## src/rtl/seg_scan_ctrl.sv

```systemverilog
// Multiplexed 7-segment scan controller: shadow/active digit buffers with
// frame-aligned commit, per-slot anti-ghosting blank and leading-zero blanking.
module seg_scan_ctrl #(
   parameter int NUM_DIGITS = 8,
   parameter int SCAN_DIV   = 50000,
   parameter int BLANK_CYC  = 16
) (
   input  logic                  clk,
   input  logic                  reset,
   input  logic                  wr_valid,
   output logic                  wr_ready,
   input  logic [2:0]            wr_idx,
   input  logic [3:0]            wr_data,
   input  logic                  wr_dp,
   input  logic                  commit,
   input  logic                  lz_blank_en,
   output logic [6:0]            seg_n,
   output logic                  dp_n,
   output logic [NUM_DIGITS-1:0] com_n,
   output logic                  frame_tick
);

   localparam int PW = (SCAN_DIV > 1) ? $clog2(SCAN_DIV) : 1;
   localparam int DW = $clog2(NUM_DIGITS);
   localparam logic [PW-1:0] P_LAST    = PW'(SCAN_DIV - 1);
   localparam logic [PW-1:0] BLANK_LIM = PW'(BLANK_CYC);
   localparam logic [DW-1:0] D_LAST    = DW'(NUM_DIGITS - 1);

   typedef enum logic {BLANK, DRIVE} state_t;

   state_t                       state, state_nxt;
   logic [PW-1:0]                presc, presc_nxt;
   logic [DW-1:0]                digit, digit_nxt;
   logic                         slot_end, frame_end;
   logic [NUM_DIGITS-1:0][3:0]   shadow_val, active_val;
   logic [NUM_DIGITS-1:0]        shadow_dp, active_dp;
   logic                         commit_pending;
   logic [NUM_DIGITS-1:0]        lz_hide;
   logic                         wr_fire, idx_ok;
   logic [6:0]                   seg_nxt;
   logic                         dp_nxt;
   logic [NUM_DIGITS-1:0]        com_nxt;

   function automatic logic [6:0] decode(input logic [3:0] v);
      case (v)
         4'd0:    decode = 7'b0000001;
         4'd1:    decode = 7'b1001111;
         4'd2:    decode = 7'b0010010;
         4'd3:    decode = 7'b0000110;
         4'd4:    decode = 7'b1001100;
         4'd5:    decode = 7'b0100100;
         4'd6:    decode = 7'b0100000;
         4'd7:    decode = 7'b0001111;
         4'd8:    decode = 7'b0000000;
         4'd9:    decode = 7'b0000100;
         default: decode = 7'h7F;
      endcase
   endfunction

   assign wr_ready  = !reset && !commit_pending;
   assign wr_fire   = wr_valid && wr_ready;
   assign idx_ok    = {29'd0, wr_idx} < 32'(NUM_DIGITS);
   assign slot_end  = (presc == P_LAST);
   assign frame_end = slot_end && (digit == D_LAST);

   always_comb begin
      presc_nxt = slot_end ? '0 : presc + PW'(1);
      digit_nxt = digit;
      if (slot_end)
         digit_nxt = (digit == D_LAST) ? '0 : digit + DW'(1);
   end

   // A digit is suppressed when it and every more significant digit are zero.
   assign lz_hide[0] = 1'b0;
   for (genvar i = 1; i < NUM_DIGITS; i++) begin : g_lz
      assign lz_hide[i] = lz_blank_en && (active_val[NUM_DIGITS-1:i] == '0);
   end

   always_ff @(posedge clk) begin
      if (reset) state <= BLANK;
      else       state <= state_nxt;
   end

   always_comb begin
      state_nxt = state;
      if (presc_nxt < BLANK_LIM) state_nxt = BLANK;
      else                       state_nxt = DRIVE;
      com_nxt = '1;
      seg_nxt = 7'h7F;
      dp_nxt  = 1'b1;
      if (state == DRIVE) begin
         com_nxt[digit] = 1'b0;
         seg_nxt        = lz_hide[digit] ? 7'h7F : decode(active_val[digit]);
         dp_nxt         = ~active_dp[digit];
      end
   end

   always_ff @(posedge clk) begin
      if (reset) begin
         presc          <= '0;
         digit          <= '0;
         shadow_val     <= '0;
         shadow_dp      <= '0;
         active_val     <= '0;
         active_dp      <= '0;
         commit_pending <= 1'b0;
         seg_n          <= 7'h7F;
         dp_n           <= 1'b1;
         com_n          <= '1;
         frame_tick     <= 1'b0;
      end else begin
         presc      <= presc_nxt;
         digit      <= digit_nxt;
         seg_n      <= seg_nxt;
         dp_n       <= dp_nxt;
         com_n      <= com_nxt;
         // Look ahead so the pulse lines up with the boundary cycle itself.
         frame_tick <= (presc_nxt == P_LAST) && (digit_nxt == D_LAST);
         if (wr_fire && idx_ok) begin
            shadow_val[wr_idx[DW-1:0]] <= wr_data;
            shadow_dp[wr_idx[DW-1:0]]  <= wr_dp;
         end
         if (frame_end && commit_pending) begin
            active_val     <= shadow_val;
            active_dp      <= shadow_dp;
            commit_pending <= 1'b0;
         end else if (commit && !commit_pending) begin
            commit_pending <= 1'b1;
         end
      end
   end

endmodule
```

## config.mk

```make
export PLATFORM = sky130hd
export DESIGN_NAME = seg_scan_ctrl
export DESIGN_NICKNAME = d
export VERILOG_FILES = /design/src/rtl/seg_scan_ctrl.sv
export SDC_FILE = /design/constraint.sdc
export NUM_CORES = 1
export LEC_CHECK = 0
export ABC_AREA = 0
export BUFFER_PORTS_ARGS = -buffer_cell sky130_fd_sc_hd__buf_2
export CORE_ASPECT_RATIO = 0.5
export CORE_MARGIN = 1
export CORE_UTILIZATION = 59
export DETAILED_ROUTE_END_ITERATION = 7
export GPL_ROUTABILITY_DRIVEN = 0
export PLACE_DENSITY = 0.78
export SYNTH_ARGS = -nofsm -noshare
export SYNTH_HDL_FRONTEND = slang
export SYNTH_SLANG_ARGS = --single-unit
```

## constraint.sdc

```tcl
create_clock -name clk -period 2.8 [get_ports clk]
set_input_delay 0.56 -clock clk [delete_from_list [all_inputs] [get_ports clk]]
set_output_delay 0.56 -clock clk [all_outputs]
set_load 0.005 [all_outputs]
```

### After elaboration in Yosys (flattened, before gate mapping)

Memories as Yosys holds them, arrays and structs flattened. A register that Yosys moved wholly into a read port is not among the register bits.
Cells that the tools add are included.

| word-level totals | value |
|---|---|
| register bits after elaboration | 111 |
| output and inout port bits | 18 |
| memories kept | 1 |
| bits in read-only memories | 112 |
| input port bits | 13 |

Memories:

| name | words | width | read ports | clocked after memory_dff | write ports | RTL line | text |
|---|---|---|---|---|---|---|---|
| (no name shown) | 16 | 7 | 1 | 1 | 0 | 45 | `case (v)` |

| operators by class | value |
|---|---|
| order comparisons | 5 |
| multiplexer cells | 18 |
| bitwise logic cells | 3 |
| reduce and logical (&&, ||, !) cells | 27 |
| eq/ne operators | 4 |
| $add $sub $neg | 2 |

Operators by type and width:

| kind | count |
|---|---|
| $bwmux 32 | 1 |
| $eq 16x16->1 const B | 2 |
| $logic_not 28->1 | 1 |
| $logic_not 24->1 | 1 |
| $logic_not 20->1 | 1 |
| $add 16x1->16 const B | 1 |
| $logic_not 16->1 | 1 |
| $lt 16x5->1 const B | 1 |
| $mux 16 | 1 |
| $logic_and 1x1->1 | 15 |
| $bmux 4 s3 | 1 |
| $demux 4 s3 | 1 |
| $logic_not 12->1 | 1 |
| $bwmux 8 | 1 |
| $logic_not 8->1 | 1 |
| $lt 3x4->1 const B | 2 |
| $mux 4 | 2 |
| $not 8->8 | 1 |
| $bmux 1 s3 | 2 |
| $demux 1 s3 | 2 |
| $eq 3x3->1 const B | 2 |
| $ge 3x1->1 const B | 2 |
| $mux 3 | 2 |
| $mux 1 | 5 |
| other kinds (6) | 9 |

### Logic depth before layout (Yosys ltp)

Gate-level depths: netlist of the first run.

| depth | value |
|---|---|
| depth in word-level cells | 5 |
| gate-level depth with buffers | 10 |
| depth with buffers taken out | 8 |

### Worst setup path after synthesis of the first run

OpenSTA, ideal clock, no wires.

| path | value |
|---|---|
| kind | reg-to-reg |
| from | register digit[1] |
| to | register seg_n[0] |
| path buffers | 2 |
| required time | 2,677 ps |
| cell stages (with the launch flop) | 10 |
| slack | 471 ps |
| data arrival time | 2,206 ps |
| cell sequence | dfxtp_1 -> buf_2 -> clkbuf_1 -> mux4_2 -> mux2i_1 -> inv_1 -> ha_1 -> mux2_1 -> nor2_1 -> o21ai_1 |

| on the way | value |
|---|---|
| longest elaborated chain between the ends | 3 |

RTL lines:

| item | RTL line | text |
|---|---|---|
| from (decl) | 33 | `logic [DW-1:0] digit, digit_nxt;` |
| from (signal assigned) | 113 | `digit <= digit_nxt;` |
| $bmux 1 s3 | 93 | `seg_nxt = lz_hide[digit] ? 7'h7F : decode(active_val[digit]);` |
| $mux 1 (not written as such) | 93 |  |
| $reduce_or 3->1 (no line) | n/a |  |
| to (decl) | 17 | `output logic [6:0] seg_n,` |

Parallel ways exist; a longest one is shown, timed or not. The select of a mux whose other input is x is not followed.
A chain may end at the register's enable or synchronous reset.

### Worst setup path after layout of the first run

| path | value |
|---|---|
| from | register presc[0] |
| to | register active_val[28] (netlist bit) |

| on the way | value |
|---|---|
| longest elaborated chain between the ends | 3 |

RTL lines:

| item | RTL line | text |
|---|---|---|
| from (decl) | 32 | `logic [PW-1:0] presc, presc_nxt;` |
| from (signal assigned) | 112 | `presc <= presc_nxt;` |
| $eq 16x16->1 | 63 | `assign slot_end = (presc == P_LAST);` |
| $logic_and 1x1->1 | 64 | `assign frame_end = slot_end && (digit == D_LAST);` |
| $logic_and 1x1->1 | 123 | `if (frame_end && commit_pending) begin` |
| to (signal assigned) | 124 | `active_val <= shadow_val;` |
| to (decl) | 35 | `logic [NUM_DIGITS-1:0][3:0] shadow_val, active_val;` |

Every way passes these cells.

==> results.json, run 1 <==
{
  "status": "finished clean",
  "largest_clock_skew_in_the_final_design_ns": 0.00662,
  "startpoint_class": "flop",
  "core_region_area_mm2": 0.00820,
  "cts-buffers-inserted": 17,
  "syn_nets": 600,
  "clk_slew_on_worst_s_h_paths_ns": 0.05,
  "ys_async_sr_fraction": 0,
  "post_layout_nets": 622,
  "worstReg2RegEnd": "active_val[28]$_SDFFE_PP0P_",
  "areaGrowthSynthToFinish_pct": 15.1,
  "critical_path.n_buffers_inverters": 1,
  "mappedNetlistArea_mm2": 0.00511,
  "grt_pass1_vias": 3626,
  "yosys_most_used_dff": "sky130_fd_sc_hd__dfxtp_1",
  "overflow": 0,
  "total_power_w": 0.00387,
  "detailedPlacementHpwl_um": 7610,
  "final-hold-violation-count": 0,
  "critPathRequiredTime_ns": 3.13,
  "post-cts-setup-buffer-count": 0,
  "reg2regPathDepth": 7,
  "yosys-top-cells-area": "sky130_fd_sc_hd__dfxtp_1, sky130_fd_sc_hd__nand2_1, sky130_fd_sc_hd__mux2i_1",
  "diodes": 0,
  "fmaxAchievable_mhz": 420,
  "cellLeakagePower_nw": 2.18,
  "rsz0062_at_grt": "false",
  "chipWidth_um": 134,
  "drc": 0,
  "drt-initial-drc-count": 356,
  "buffer_ports.inserted": 30,
  "grt_antenna_before_repair": 0,
  "synth-seq-cells": 118,
  "ioPinCount": 31,
  "cp_top_family": "simple AND/OR/NAND/NOR gates",
  "period_minus_slack_ns": 2.38,
  "ys.warnings.count": 0,
  "globalRouteTotalUtil": 0.279,
  "std_cell_rows": 23,
  "hold_fix_buffer_count_after_cts": 0,
  "grt_first_pass_wirelength_um": 18700,
  "cts_htree_levels": 4,
  "layout_worst_path_cycle_share": 0.851,
  "die-area_mm2": 0.00905,
  "clock_path_buffers": 2,
  "synth_seq_area_share": 0.463,
  "crit_slowest_cell": "sky130_fd_sc_hd__or4_1",
  "synth_edf_count": 0,
  "timing.final.max_slew_violations": 0,
  "clkLatencyLatePin_ns": 0.42,
  "power-per-cell-area_mw_per_mm2": 659,
  "cts_tree": "yes",
  "whs_endpoint": "commit_pending$_SDFFE_PP0P_",
  "detail_route.first_pass.iterations": 5,
  "die_height_um": 67.8,
  "min-delay-start": "commit",
  "maxCapViolations": 0,
  "finalSetupTns_ns": 0,
  "synth_largest_area_cell": "sky130_fd_sc_hd__dfxtp_1",
  "cp_data_arrival_time_ns": 2.72,
  "drive_gt1_frac": 0.178,
  "crit-reg2reg-launch": "presc[0]$_SDFF_PP0_",
  "final-setup-viol-count": 0,
  "irDropWorstVdd_mv": 0.482,
  "cts_num_sinks": 118,
  "crit_fanout": 30,
  "via_count": 4158,
  "num-fill-cells": 624,
  "wl_per_cell_um": 15.9,
  "critPathKind": "reg -> reg",
  "worst_pin_slew_ns": 0.625,
  "syn_area_per_cell_um2": 8.83,
  "cts.root.buffer_cell": "sky130_fd_sc_hd__clkbuf_16",
  "ctsResizeCount": 0,
  "synth.most_common_cell": "sky130_fd_sc_hd__dfxtp_1",
  "crit_path_cell_trace": "ha_1, nand4b_1, or4_1, nor2_8, buf_12, nand2_1, a21oi_1",
  "largest_stage_delay_on_the_critical_path_ns": 0.73,
  "synth_top_area_frac": 0.463,
  "final_antenna_net_count": 0,
  "timing.reg2reg.setup_slack_ns": 0.42,
  "initial_utilization": 0.623,
  "wl_um": 11600,
  "synthTopCellsByCount": "sky130_fd_sc_hd__dfxtp_1, sky130_fd_sc_hd__nand2_1, sky130_fd_sc_hd__nor2_1, sky130_fd_sc_hd__a21oi_1, sky130_fd_sc_hd__mux2i_1",
  "grt_start_max_net_pins": 50,
  "via_per_inst": 5.74,
  "timing.max_slew.rel_slack": 0.580,
  "holdPathStages": 3,
  "number_of_distinct_library_cells_after_synthesis": 52,
  "holdCritPathClass": "in -> reg",
  "postSynthCellCount": 578,
  "critical_path.endpoint_type": "flop"
}
## worst max-delay path by stage
stage                        startpoint                           to  slack (ns)  depth (start not counted)
floorplan           digit[1]$_SDFF_PP0_          seg_n[0]$_SDFF_PP1_        0.47                          9
global placement    digit[0]$_SDFF_PP0_          seg_n[0]$_SDFF_PP1_        0.52                          7
detailed placement  digit[0]$_SDFF_PP0_          seg_n[3]$_SDFF_PP1_        0.43                          7
CTS                 digit[0]$_SDFF_PP0_          seg_n[3]$_SDFF_PP1_        0.40                          7
global route        digit[0]$_SDFF_PP0_          seg_n[3]$_SDFF_PP1_        0.22                          7
finish              presc[0]$_SDFF_PP0_  active_val[28]$_SDFFE_PP0P_        0.42                          7
## sequential cells by signal (all words and copies together), names as in the netlist
signal and cells:
seg_n 7, active_dp 8, presc 16, digit 3, shadow_dp 8, frame_tick 1
active_val 32, com_n 8, state 1, dp_n 1, shadow_val 32, commit_pending 1
## cell type report
type | instances | area, um^2 | area share
clock buffer | 25 | 505 | 0.0860
sequential | 118 | 2360 | 0.402
inverter | 10 | 37.5 | 0.00639
multi-input combinational | 411 | 2510 | 0.427
tap | 112 | 140 | 0.0238
clock inverter | 7 | 68.8 | 0.0117
timing repair buffer | 42 | 253 | 0.0430
## report_power, final
group	switching [W]	internal (W)	total [W]
combinational	0.0000636	0.0000237	0.0000874
sequential	0.00000834	0.00169	0.00170
clock	0.000751	0.00133	0.00208
## cells by family (layout without fill, tap and decap cells)
logic type / count (synthesis) / after routing / share of synthesized area
simple gates: 260 / 260 / 0.236
xor+xnor: 12 / 12 / 0.0206
fa+ha+maj: 9 / 9 / 0.0221
compound gates: 84 / 84 / 0.0963
buf+inv: 49 / 84 / 0.0461
flops: 118 / 118 / 0.463
mux: 46 / 46 / 0.116
## tightest hold or removal path: cells and delay by family
kind / cells / cell delay, ns
and+or+nand+nor: 2 / 0.13
buffers and inverters: 1 / 0.08
## cell usage in the layout (no fill, tap or decap), types with 4 or more instances in the layout
cell type,instances
sky130_fd_sc_hd__clkbuf_8,5
sky130_fd_sc_hd__a21oi_2,9
sky130_fd_sc_hd__inv_1,10
sky130_fd_sc_hd__mux2i_1,31
sky130_fd_sc_hd__xor2_1,4
sky130_fd_sc_hd__a21oi_1,53
sky130_fd_sc_hd__o21ai_0,9
sky130_fd_sc_hd__nand2_1,114
sky130_fd_sc_hd__clkbuf_16,17
sky130_fd_sc_hd__buf_2,30
sky130_fd_sc_hd__mux4_2,10
sky130_fd_sc_hd__mux2_2,4
sky130_fd_sc_hd__xnor2_1,8
sky130_fd_sc_hd__nor4_1,10
sky130_fd_sc_hd__nand3_1,23
sky130_fd_sc_hd__nand2_2,9
sky130_fd_sc_hd__nor2_1,64
sky130_fd_sc_hd__nand4_1,8
sky130_fd_sc_hd__nor3_1,5
sky130_fd_sc_hd__ha_1,9
sky130_fd_sc_hd__dfxtp_1,118
sky130_fd_sc_hd__buf_4,11
sky130_fd_sc_hd__nor2b_1,4
## through the flow
stage	instance area [um^2]	cells	utilization	hold slack (ns)	setup WS, ns
finish	5880	725	0.716	0.403	0.418
detailed placement	5300	693	0.646	0.447	0.432
floorplan	5110	578	-	0.429	0.471
global route	5880	725	0.716	0.473	0.218
global placement	5300	693	0.646	0.443	0.523
CTS	5880	725	0.716	0.402	0.395
## layer usage
| metal | global-route usage | share of wire | up-vias |
|---|---|---|---|
| li1 | - | - | 2030 |
| met1 | 0.379 | 0.48 | 1949 |
| met2 | 0.414 | 0.43 | 157 |
| met3 | 0.0938 | 0.070 | 22 |
| met4 | 0.105 | 0.017 | 0 |
| met5 | 0 | 0 | - |
No activity file was read; power rests on OpenSTA's default activity.
==> run 2: changes to the inputs <==
Settings changed: ABC_AREA 0 to 1.
==> results.json, run 2 <==
{
  "rsz0062_at_grt": "false",
  "detailedPlacementHpwl_um": 8510,
  "drive_gt1_frac": 0.154,
  "wl_um": 12500,
  "ys_async_sr_fraction": 0,
  "cp_top_family": "simple AND/OR/NAND/NOR gates",
  "yosys_most_used_dff": "sky130_fd_sc_hd__dfxtp_1",
  "critical_path.endpoint_type": "flop",
  "largest_clock_skew_in_the_final_design_ns": 0.00851,
  "finalSetupTns_ns": 0,
  "hold_fix_buffer_count_after_cts": 0,
  "synth_edf_count": 0,
  "drt-initial-drc-count": 358,
  "grt_antenna_before_repair": 0,
  "syn_area_per_cell_um2": 7.47,
  "final_antenna_net_count": 0,
  "holdCritPathClass": "in -> reg",
  "num-fill-cells": 668,
  "synth_top_family_by_area": "simple AND/OR/NAND/NOR gates",
  "clkLatencyLatePin_ns": 0.41,
  "maxCapViolations": 0,
  "cts_tree": "yes",
  "crit_top_cell": "sky130_fd_sc_hd__nand3_4",
  "via_per_inst": 5.47,
  "mappedNetlistArea_mm2": 0.00528,
  "initial_utilization": 0.635,
  "synth_largest_area_cell": "sky130_fd_sc_hd__dfxtp_1",
  "globalRouteTotalUtil": 0.289,
  "buffer_ports.inserted": 30,
  "critPathRequiredTime_ns": 3.09,
  "postSynthCellCount": 707,
  "overflow": 0,
  "syn_nets": 729,
  "finish.utilization": 0.730,
  "cts_htree_levels": 4,
  "clock_path_buffers": 2,
  "timing.max_slew.rel_slack": 0.654,
  "synth-seq-cells": 118,
  "finalWorstSetupSlack_ns": 0.694,
  "crit_slowest_cell": "sky130_fd_sc_hd__dfxtp_1",
  "ioPinCount": 31,
  "fmaxAchievable_mhz": 475,
  "final-setup-viol-count": 0,
  "startpoint_class": "flop",
  "diodes": 0,
  "die-area_mm2": 0.00935,
  "cts-buffers-inserted": 17,
  "worst_pin_slew_ns": 0.518,
  "synth_adder_area_share": 0.0213,
  "chipWidth_um": 136,
  "grt_start_max_net_pins": 84,
  "timing.final.max_slew_violations": 0,
  "die_height_um": 68.9,
  "dp_slack_ns": 0.691,
  "seq_area_mm2": 0.00236,
  "cts_num_sinks": 118,
  "ys.warnings.count": 0,
  "layout_worst_path_cycle_share": 0.752,
  "synth_seq_area_share": 0.447,
  "detail_route.first_pass.iterations": 5,
  "ctsResizeCount": 0,
  "cp_data_arrival_time_ns": 2.40,
  "cellLeakagePower_nw": 2.49,
  "muxShareOfSynthArea": 0,
  "areaGrowthSynthToFinish_pct": 15.0,
  "post-cts-setup-buffer-count": 0,
  "core_region_area_mm2": 0.00832,
  "critPathKind": "reg -> reg",
  "grt_first_pass_wirelength_um": 19900,
  "top_regs": "active_val x32, shadow_val x32, presc x16",
  "largest_stage_delay_on_the_critical_path_ns": 0.37,
  "layout.cells.most_common_list": "sky130_fd_sc_hd__nor2_1, sky130_fd_sc_hd__dfxtp_1, sky130_fd_sc_hd__inv_1",
  "drc": 0,
  "irDropWorstVdd_mv": 0.504,
  "clk_slew_on_worst_s_h_paths_ns": 0.05,
  "wl_per_cell_um": 14.5,
  "design_area_mm2": 0.00607,
  "synth_top_area_frac": 0.447,
  "final-hold-violation-count": 0,
  "critical_path.n_buffers_inverters": 2,
  "layout_commonest_cell": "sky130_fd_sc_hd__nor2_1",
  "cts.root.buffer_cell": "sky130_fd_sc_hd__clkbuf_16",
  "synth_compound_area_frac": 0.180,
  "number_of_distinct_library_cells_after_synthesis": 37,
  "power-per-cell-area_mw_per_mm2": 662,
  "crit_fanout": 16,
  "period_minus_slack_ns": 2.11,
  "grt_pass1_vias": 4046,
  "synth-xor-area-share": 0.00498,
  "status": "finished clean",
  "yosys-top-cells-area": "sky130_fd_sc_hd__dfxtp_1, sky130_fd_sc_hd__nor2_1, sky130_fd_sc_hd__inv_1",
  "post_layout_nets": 756,
  "synthTopCellsByCount": "sky130_fd_sc_hd__nor2_1, sky130_fd_sc_hd__dfxtp_1, sky130_fd_sc_hd__inv_1, sky130_fd_sc_hd__nand2_1, sky130_fd_sc_hd__o21ai_0",
  "crit_path_cell_trace": "ha_1, nand3_4, nor2_4, nand2_2, clkinv_2, nand3_4, buf_4, o21ai_0, a21oi_1",
  "post_synth_and_or_nand_nor_area_fraction": 0.247,
  "via_count": 4699,
  "multi_input_comb_area_mm2": 0.00239,
  "synth.most_common_cell": "sky130_fd_sc_hd__nor2_1",
  "postPlaceCellArea_mm2": 0.00546,
  "std_cell_rows": 23
}
[run 2: changes by cell type in the layout (fill, tap and decap cells not counted), sizes merged, moves of 13 or more]
cell,previous run,this run
nor2,65,153
a21oi,62,49
inv,10,90
nand2,123,84
o21ai,10,96
nand3,23,36
mux2i,31,0
o211ai,0,14
[run 2: routing by layer]
layer / part of all wire / up-vias / global-route usage / wire length [um]
li1: - / 2364 / - / -
met3: 0.068 / 25 / 0.0680 / 843
met1: 0.49 / 2146 / 0.392 / 6110
met4: 0.018 / 0 / 0.135 / 230
met5: 0 / - / 0 / 0
met2: 0.42 / 164 / 0.438 / 5290
[run 2: power breakdown]
part	internal (W)	switching (W)	total (W)
clock	0.00144	0.000765	0.00221
combinational	0.0000323	0.0000709	0.000103
sequential	0.00170	0.0000120	0.00171
[run 2: stage by stage]
stage               total power, W  instances  hold WS (ns)
floorplan                  0.00181        707         0.425
global placement           0.00184        827         0.442
detailed placement         0.00184        827         0.451
CTS                        0.00403        859         0.382
global route               0.00413        859         0.393
finish                     0.00402        859         0.387
[run 2: final timing paths]
path | startpoint | to | slack (ns) | cells past startpoint
setup / recovery | presc[0]$_SDFF_PP0_ | active_val[28]$_SDFFE_PP0P_ | 0.69 | 9
hold / removal | commit | commit_pending$_SDFFE_PP0P_ | 0.39 | 3
setup reg to reg | presc[0]$_SDFF_PP0_ | active_val[28]$_SDFFE_PP0P_ | 0.69 | 9
hold reg to reg | active_val[2]$_SDFFE_PP0P_ | active_val[2]$_SDFFE_PP0P_ | 0.46 | 2
[run 2: cell type report]
type | instances | share of cell area
timing repair buffer | 36 | 0.0363
multi-input combinational | 469 | 0.394
tap | 112 | 0.0231
sequential | 118 | 0.389
clock buffer | 20 | 0.0753
inverter | 92 | 0.0571
clock inverter | 12 | 0.0252
[run 2: cells by family (layout without fill, tap and decap cells)]
kind of cell,count (synthesis),after routing
AND/OR/NAND/NOR,292,292
AO/OA/AOI/OAI,165,165
buffers and inverters,120,160
flip-flops,118,118
adder cells (fa/ha/maj),9,9
XOR/XNOR,3,3
[run 2: worst register-to-register path, cell delays in order, from the launching register on]
cell and delay [ns]:
sky130_fd_sc_hd__dfxtp_1 0.37, sky130_fd_sc_hd__ha_1 0.25, sky130_fd_sc_hd__nand3_4 0.14, sky130_fd_sc_hd__nor2_4 0.16, sky130_fd_sc_hd__nand2_2 0.19, sky130_fd_sc_hd__clkinv_2 0.12, sky130_fd_sc_hd__nand3_4 0.20, sky130_fd_sc_hd__buf_4 0.28
sky130_fd_sc_hd__o21ai_0 0.21, sky130_fd_sc_hd__a21oi_1 0.07
==> run 3: changes to the inputs <==
Settings changed: ABC_AREA 1 to 0, CORE_UTILIZATION 59 to 54, PLACE_DENSITY 0.78 to 0.75.
Clock period 2.8 ns to 1.9 ns, I/O delays scaled along.
==> results.json, run 3 (synthesis gave the netlist of run 1 again) <==
{
  "crit-reg2reg-launch": "presc[1]$_SDFF_PP0_",
  "comb_power_share": 0.026,
  "maxCapViolations": 0,
  "initial_utilization": 0.571,
  "fmaxAchievable_mhz": 519,
  "via_per_inst": 5.75,
  "die-area_mm2": 0.00987,
  "detailedPlacementHpwl_um": 8550,
  "core_region_area_mm2": 0.00895,
  "die_height_um": 70.8,
  "startpoint_class": "flop",
  "buffer_ports.inserted": 30,
  "std_cell_rows": 24,
  "wl_per_cell_um": 17.2,
  "cts.root.buffer_cell": "sky130_fd_sc_hd__clkbuf_16",
  "cts_htree_levels": 4,
  "crit_fanout": 4,
  "timing.max_slew.rel_slack": 0.674,
  "cp_data_arrival_time_ns": 2.25,
  "globalRouteTotalUtil": 0.275,
  "worst_pin_slew_ns": 0.484,
  "cellLeakagePower_nw": 2.45,
  "irDropWorstVdd_mv": 0.625,
  "via_count": 4458,
  "grt_first_pass_wirelength_um": 20700,
  "period_minus_slack_ns": 1.93,
  "dp_slack_ns": -0.139,
  "wl_um": 13300,
  "grt_antenna_before_repair": 0,
  "critPathKind": "reg -> reg",
  "reg2regPathDepth": 8,
  "worstReg2RegEnd": "frame_tick$_SDFF_PP0_",
  "timing.reg2reg.setup_slack_ns": -0.03,
  "rsz0062_at_grt": "true",
  "status": "complete, but fails checks",
  "hold_ws_ns": 0.223,
  "drt-initial-drc-count": 426,
  "final-hold-violation-count": 0,
  "cts_tree": "yes",
  "grt_start_max_net_pins": 94,
  "failed_checks": "negative setup slack",
  "share_seq_of_total_power": 0.430,
  "top_regs": "active_val x32, shadow_val x32, presc x16",
  "finalSetupTns_ns": -0.0492,
  "power.share.clock": 0.543,
  "overflow": 0,
  "power_report.internal_total_w": 0.00454,
  "clock_path_buffers": 2,
  "drc": 0,
  "design_area_mm2": 0.00646,
  "holdPathStages": 3,
  "largest_clock_skew_in_the_final_design_ns": 0.0113,
  "whs_endpoint": "commit_pending$_SDFFE_PP0P_",
  "areaGrowthSynthToFinish_pct": 26.5,
  "final-setup-viol-count": 4,
  "critPathRequiredTime_ns": 2.22,
  "ioPinCount": 31,
  "postPlaceCellArea_mm2": 0.00570,
  "holdCritPathClass": "in -> reg",
  "total_power_w": 0.00582,
  "min-delay-start": "commit",
  "clk_slew_on_worst_s_h_paths_ns": 0.05,
  "hold_fix_buffer_count_after_cts": 0,
  "p_switching_w": 0.00128,
  "detail_route.first_pass.iterations": 6,
  "grt_pass1_vias": 4099,
  "critical_path.endpoint_type": "flop",
  "power_switching_share": 0.220,
  "layout_worst_path_cycle_share": 1.01,
  "cts_num_sinks": 118,
  "clkLatencyLatePin_ns": 0.42,
  "finalWorstSetupSlack_ns": -0.0274,
  "layout.cells.most_common_list": "sky130_fd_sc_hd__nand2_1, sky130_fd_sc_hd__dfxtp_1, sky130_fd_sc_hd__nor2_1",
  "drive_gt1_frac": 0.278,
  "diodes": 0,
  "timing.final.max_slew_violations": 0,
  "post_layout_nets": 667,
  "power-per-cell-area_mw_per_mm2": 901,
  "chipWidth_um": 140,
  "final_antenna_net_count": 0,
  "cts-buffers-inserted": 17
}
run 3: cell count changes in the layout (fill, tap and decap cells not counted), moves of 6 or more:
cell / delta
sky130_fd_sc_hd__o21ai_0: -42
sky130_fd_sc_hd__o21ai_1: -39
sky130_fd_sc_hd__nand2_2: +6
sky130_fd_sc_hd__o211ai_1: -12
sky130_fd_sc_hd__nor4_1: +8
sky130_fd_sc_hd__inv_1: -75
sky130_fd_sc_hd__xnor2_1: +7
sky130_fd_sc_hd__buf_4: +44
sky130_fd_sc_hd__mux4_2: +10
sky130_fd_sc_hd__nor2_1: -81
sky130_fd_sc_hd__nand2_1: +33
sky130_fd_sc_hd__a21oi_1: +8
sky130_fd_sc_hd__mux2i_1: +29
sky130_fd_sc_hd__nand3_1: -8
run 3: metrics by stage:
stage / util / instances
2_1_floorplan: - / 578
3_3_place_gp: 0.637 / 739
3_5_place_dp: 0.637 / 739
6_report: 0.722 / 775
4_1_cts: 0.707 / 771
5_1_grt: 0.722 / 775
run 3: power by group through the flow:
| stage | sequential, W | clock (W) | combinational [W] |
|---|---|---|---|
| 2_1_floorplan | 0.00255 | 0 | 0.0000844 |
| 3_5_place_dp | 0.00256 | 0 | 0.000145 |
| 4_1_cts | 0.00250 | 0.00316 | 0.000147 |
| 5_1_grt | 0.00250 | 0.00328 | 0.000164 |
| 6_report | 0.00250 | 0.00316 | 0.000152 |
| 3_3_place_gp | 0.00256 | 0 | 0.000144 |
run 3: metal layers:
layer	part of all wire	global-route usage	up-vias
met5	0	0	-
met4	0.012	0.0889	0
met3	0.082	0.0799	24
met2	0.46	0.433	207
met1	0.45	0.366	2110
li1	-	-	2117
run 3: layout make-up:
type | count | area, um^2
multi-input cells | 411 | 2640
clock inverters | 12 | 128
flip-flops and latches | 118 | 2370
repair buffers | 87 | 678
well taps | 117 | 146
clock buffers | 20 | 457
fillers | 638 | 2490
inverters | 10 | 37.5
run 3: critical path: stages (launching register included):
cell                        delay [ns]
sky130_fd_sc_hd__dfxtp_2          0.33
sky130_fd_sc_hd__ha_4             0.16
sky130_fd_sc_hd__nand4b_1         0.10
sky130_fd_sc_hd__buf_4            0.15
sky130_fd_sc_hd__nor4_4           0.05
sky130_fd_sc_hd__buf_4            0.15
sky130_fd_sc_hd__a311oi_1         0.36
sky130_fd_sc_hd__o2111ai_1        0.24
sky130_fd_sc_hd__nor4b_2          0.30
run 3: worst max-delay path by stage:
stage | from | slack (ns) | end
4_1_cts | digit[0]$_SDFF_PP0_ | -0.02 | seg_n[3]$_SDFF_PP1_
5_1_grt | digit[0]$_SDFF_PP0_ | -0.1 | seg_n[0]$_SDFF_PP1_
2_1_floorplan | digit[0]$_SDFF_PP0_ | -0.08 | seg_n[0]$_SDFF_PP1_
3_3_place_gp | digit[0]$_SDFF_PP0_ | -0.07 | seg_n[1]$_SDFF_PP1_
3_5_place_dp | digit[0]$_SDFF_PP0_ | -0.14 | seg_n[1]$_SDFF_PP1_
6_report | presc[1]$_SDFF_PP0_ | -0.03 | frame_tick$_SDFF_PP0_
run 3: what timing repair did:
action / CTS / global route
endpoints found under the setup margin: 24 / 19
gates cloned: 0 / 2
pin swaps: 5 / 17
gates resized for setup: 9 / 19
buffers inserted: 0 / 2
